### config.mk
export PLATFORM = sky130hd
export DESIGN_NAME = fetch_unit
export DESIGN_NICKNAME = d
export VERILOG_FILES = /design/src/rtl/fetch_unit.sv
export SDC_FILE = /design/constraint.sdc
export NUM_CORES = 1
export LEC_CHECK = 0
export BUFFER_PORTS_ARGS = -buffer_cell sky130_fd_sc_hd__buf_2
export CORE_MARGIN = 4
export CORE_UTILIZATION = 27
export CTS_CLUSTER_DIAMETER = 30
export DETAILED_ROUTE_END_ITERATION = 12
export PLACE_DENSITY = 0.44
export RECOVER_POWER = 50
export SYNTH_ARGS = -nofsm -noshare
export SYNTH_HDL_FRONTEND = slang
export SYNTH_SLANG_ARGS = --single-unit
export TNS_END_PERCENT = 30
### constraint.sdc
create_clock -name clk -period 7.6 [get_ports clk]
set_clock_uncertainty 0.15 [all_clocks]
set_input_delay 1.52 -clock clk [delete_from_list [all_inputs] [get_ports clk]]
set_output_delay 1.52 -clock clk [all_outputs]
set_load 0.005 [all_outputs]
### src/rtl/fetch_unit.sv
// Instruction fetch unit: issues one word fetch at a time to instruction
// memory, buffers responses in a small in-order queue and presents the head
// entry to the IF/ID register. Execute-stage redirects flush the queue and
// retarget fetch; a response already in flight when a redirect hits is dropped.
//
// Handshakes: imem_req/imem_addr hold steady until imem_ack is seen high on a
// rising edge; exactly one response (imem_rvalid) then follows, earliest one
// cycle after the ack. Decode consumes the head entry on any edge where
// if_valid=1 and id_stall=0.
module fetch_unit #(
    parameter logic [31:0] RESET_PC = 32'h0000_0000,
    parameter int          QDEPTH   = 2
) (
    input  logic        clk,
    input  logic        reset,
    output logic        imem_req,
    output logic [31:0] imem_addr,
    input  logic        imem_ack,
    input  logic        imem_rvalid,
    input  logic [31:0] imem_rdata,
    input  logic        id_stall,
    input  logic        redirect,
    input  logic [31:0] redirect_pc,
    output logic        if_valid,
    output logic [31:0] if_inst,
    output logic [31:0] if_pc,
    output logic [1:0]  dbg_state
);

    typedef enum logic [1:0] {
        S_IDLE = 2'd0,
        S_REQ  = 2'd1,
        S_WAIT = 2'd2
    } state_t;

    localparam int          PW    = (QDEPTH > 2) ? 2 : 1;
    localparam int          CW    = PW + 1;
    localparam logic [CW-1:0] DEPTH = CW'(QDEPTH);
    localparam logic [31:0] NOP   = 32'h0000_0013;

    state_t        state, state_next;
    logic [31:0]   fetch_pc;
    logic          drop;
    logic [CW-1:0] count;
    logic [PW-1:0] head, tail;
    logic [31:0]   pc_mem   [QDEPTH];
    logic [31:0]   inst_mem [QDEPTH];
    logic          issue, resp, push, pop;

    // Redirect targets are forced word-aligned, so the low two bits never matter.
    logic unused_bits;
    assign unused_bits = ^redirect_pc[1:0];

    // State register.
    always_ff @(posedge clk or posedge reset) begin
        if (reset) state <= S_IDLE;
        else       state <= state_next;
    end

    // Next-state decode plus the issue/response/queue strobes it implies.
    always_comb begin
        state_next = state;
        issue      = 1'b0;
        resp       = 1'b0;
        case (state)
            S_IDLE: begin
                if (count < DEPTH && !redirect) begin
                    state_next = S_REQ;
                    issue      = 1'b1;
                end
            end
            S_REQ: begin
                if (imem_ack) state_next = S_WAIT;
            end
            S_WAIT: begin
                if (imem_rvalid) begin
                    state_next = S_IDLE;
                    resp       = 1'b1;
                end
            end
            default: state_next = S_IDLE;
        endcase
        push = resp && !drop && !redirect;
        pop  = if_valid && !id_stall && !redirect;
    end

    // Registered memory request; the address is latched only when a fetch starts.
    always_ff @(posedge clk or posedge reset) begin
        if (reset) begin
            imem_req  <= 1'b0;
            imem_addr <= 32'h0;
        end else begin
            imem_req <= (state_next == S_REQ);
            if (issue) imem_addr <= fetch_pc;
        end
    end

    // Fetch PC and drop flag: redirect retargets, a kept response advances.
    always_ff @(posedge clk or posedge reset) begin
        if (reset) begin
            fetch_pc <= {RESET_PC[31:2], 2'b00};
            drop     <= 1'b0;
        end else begin
            if (redirect)  fetch_pc <= {redirect_pc[31:2], 2'b00};
            else if (push) fetch_pc <= fetch_pc + 32'd4;
            // A response still owed after this edge belongs to the old path.
            if (redirect && (state == S_REQ || (state == S_WAIT && !imem_rvalid)))
                drop <= 1'b1;
            else if (resp)
                drop <= 1'b0;
        end
    end

    // Queue pointers and occupancy; redirect empties the queue outright.
    always_ff @(posedge clk or posedge reset) begin
        if (reset) begin
            head  <= '0;
            tail  <= '0;
            count <= '0;
        end else if (redirect) begin
            head  <= '0;
            tail  <= '0;
            count <= '0;
        end else begin
            if (push) tail <= tail + PW'(1);
            if (pop)  head <= head + PW'(1);
            if (push && !pop)      count <= count + CW'(1);
            else if (pop && !push) count <= count - CW'(1);
        end
    end

    // Queue storage: entries are written at the tail with the PC they were fetched from.
    always_ff @(posedge clk) begin
        if (push) begin
            pc_mem[tail]   <= fetch_pc;
            inst_mem[tail] <= imem_rdata;
        end
    end

    assign if_valid  = (count != '0);
    assign if_inst   = if_valid ? inst_mem[head] : NOP;
    assign if_pc     = if_valid ? pc_mem[head]   : 32'h0;
    assign dbg_state = state;

endmodule

==> impl_metrics.csv <==
group,metric,value,unit
grt,use_met3,3.09,%
critical_path,ff2ff_path_depth,4,
final_layout,drive_gt1_share,26.9,%
sta,slew_violations,49,
die,die-area,0.0323,sq mm
critical_path,end_kind,"register",
die,core,0.0289,sq mm
sta,tightest_slew,2.00,ns
cts,cts_resized,0,
die,start_util,27.6,%
grt,antenna_found_initial,0,
final_layout,design_area,0.00971,sq mm
pwr,irDropWorstVdd,0.134,mV
detailed_routing,route.detailed.drc,0,
cts,clk_latency,0.43,ns
synth,ys_seq_area_share,68.2,%
cts,cts_buffer_depth,2,
critical_path,crit_type,"in -> reg",
sta,min_period,5.24,ns
sta,fmax,191,MHz
die,die_h,180,microns
grt,grt_pass1_vias,5167,
grt,gr-usage-met2,17.8,%
grt,busiest_layer,"met2",
synth,synth_edf_count,124,
sta,final_hold_viol_count,0,
critical_path,endpoint,"inst_mem[1][2]",
hold_path,hp-class,"reg -> reg",
detailed_routing,vias,5099,
sta,rsz0062_at_grt,"no",
critical_path,cp.arrival,5.15,ns
grt,met1_usage,17.0,%
cts,htreeDepth,4,
flow_run,maxCapViolCount,1,
critical_path,cp.required,7.51,ns
grt,grt_max_degree,69,
synth,synth-seq-cells,192,
final_layout,num_antenna_cells,0,
placed_design,dpl.hpwl,13100,microns
cts,cts.clk_slew.worst_paths,0.07,ns
cts,cts-root-buf,"clkbuf_16",
detailed_routing,wirelength,19200,microns
final_layout,fin_nets,808,
cts,cts_inserted_buffers,17,
synth,synth_top_flop_cell,"edfxtp_1",
cts,cts_hold_buffers,0,
cts,cts_tree,"done",
synth,synthArstFlopShare,35.4,%
detailed_routing,post_drt_wl_per_cell,17.0,microns
synth,yosysUniqueCellTypes,46,
synth,synthCells,580,
final_layout,area_growth_syn_to_layout,22.1,%
synth,synth_area,0.00795,sq mm
die,num_rows,62,
grt,gr-total-overflow,0,
detailed_routing,ant_nets,0,
grt,track_usage,11.9,%
synth,yosysWarnings,0,
critical_path,startpoint_type,"input port",
critical_path,startpoint,"redirect",
cts,cts_setup_buffers,0,
pwr,p_leak,3.55,nW
placed_design,gp_congestion,0.766,
detailed_routing,drt-pass1-iter-count,4,
placed_design,port_buffers,163,
status,violations,"capacitance limit, slew limit",
detailed_routing,viasPerCell,4.50,
critical_path,r2r-end,"fetch_pc[25]",
cts,cts_sinks,192,
synth,synth_area_per_cell,13.7,sq um
sta,setup_tns,0,ns
final_layout,fill_cells,2901,
grt,grt_pass1_wl,30400,microns
sta,finalCritPeriodShare,69.0,%
detailed_routing,drt_iter0_drc,272,
status,status,"complete, but fails checks",
die,top_level_ports,170,
critical_path,path_max_fanout,62,
pwr,powerDensity,268,mW/mm^2
critical_path,r2r_slack,4.62,ns
die,dieWidth,180,microns
sta,slew_headroom,-33.5,%
sta,setup_violations,0,
placed_design,placed_area,0.00917,sq mm
critical_path,r2r_start,"dbg_state[0]",
synthesized netlist by cell type (all sizes together), types with 12 or more instances:
library cell,n,area share (%)
o21ai,18,1.1
nand4,15,1.3
clkbuf,23,1.4
nand3,12,0.76
edfxtp,124,47
nand2,31,1.5
mux2,30,4.2
mux2i,63,7.9
buf,12,0.87
dfrtp,68,21
nor2,82,3.9
or4,14,1.3
power by group:
group	total (mW)	leakage, nW	switching [mW]	internal, mW
registers	1.33	1.92	0.0987	1.23
clock network	0.910	0.298	0.412	0.498
logic	0.358	1.33	0.170	0.188
total	2.60	3.55	0.681	1.92
area by class of cell:
| cell class | count | area [sq um] | area share, % |
|---|---|---|---|
| flip-flops and latches | 192 | 5430 | 55.9 |
| clock buffers | 20 | 478 | 4.92 |
| inverters | 11 | 41.3 | 0.425 |
| clock inverters | 12 | 123 | 1.26 |
| well taps | 384 | 480 | 4.95 |
| multi-input cells | 345 | 2350 | 24.2 |
| repair buffers | 170 | 815 | 8.38 |
registers in the layout, indices dropped and copies added, names as in the netlist:
register / cells
head: 1
fetch_pc: 30
pc_mem: 60
dbg_state: 2
inst_mem: 64
count: 2
imem_addr: 30
imem_req: 1
tail: 1
drop: 1
worst max-delay path, stage by stage:
cell and delay (ns):
clkbuf_1 1.40, clkinv_1 1.29, and3_2 0.49, buf_4 0.40
layer usage:
metal | vias up | part of all wire (%)
met2 | 145 | 45
li1 | 2456 | -
met4 | 0 | 1.6
met5 | - | 0
met3 | 17 | 5.0
met1 | 2481 | 49
how the worst min path moves through the flow:
| stage | start | to | slack [ns] | cells after the start |
|---|---|---|---|---|
| floorplan | fetch_pc[10] | pc_mem[0][10] | 0.29 | 0 |
| global placement | imem_addr[30] | imem_addr[30] | 0.34 | 1 |
| detailed placement | imem_addr[10] | imem_addr[10] | 0.34 | 1 |
| CTS | imem_addr[5] | imem_addr[5] | 0.36 | 1 |
| global route | imem_addr[4] | imem_addr[4] | 0.37 | 1 |
| finish | imem_addr[5] | imem_addr[5] | 0.36 | 1 |
placed cells by master, fill, tap and decap left out, types with 11 or more instances in the layout:
cell type	synthesis	routed
dfrtp_1	68	67
a31oi_1	11	11
buf_2	1	120
xnor2_1	11	11
mux2_2	30	30
o21ai_0	18	18
or4_1	14	14
nor2_1	82	81
mux2i_1	63	63
nand2_1	31	31
edfxtp_1	124	124
nand4_1	14	14
nand3_1	12	12
clkbuf_16	0	18
clkbuf_1	20	43
through the flow:
stage	std cells	hold WS (ns)	setup slack [ns]	util, %	total power [mW]
4_1_cts	1134	0.364	3.49	33.8	2.66
3_5_place_dp	1102	0.341	3.11	31.8	1.74
5_1_grt	1134	0.372	1.98	33.7	2.74
6_report	1134	0.361	2.36	33.7	2.60
3_3_place_gp	1102	0.339	3.10	31.8	1.73
2_1_floorplan	583	0.291	0.704	-	1.54
logic make-up (layout without fill, tap and decap cells):
group	count (synthesis)	after routing	share of synthesized area [%]
xor gates and xnor gates	14	14	1.54
DFF	192	192	68.2
other	1	4	0.0471
muxes	93	93	12.2
adders and majority gates	1	1	0.157
buffers and inverters	46	213	2.74
AOI/OAI and AO/OA	52	52	4.14
and+or+nand+nor	181	181	11.0
No activity file was read; power rests on OpenSTA's default activity.
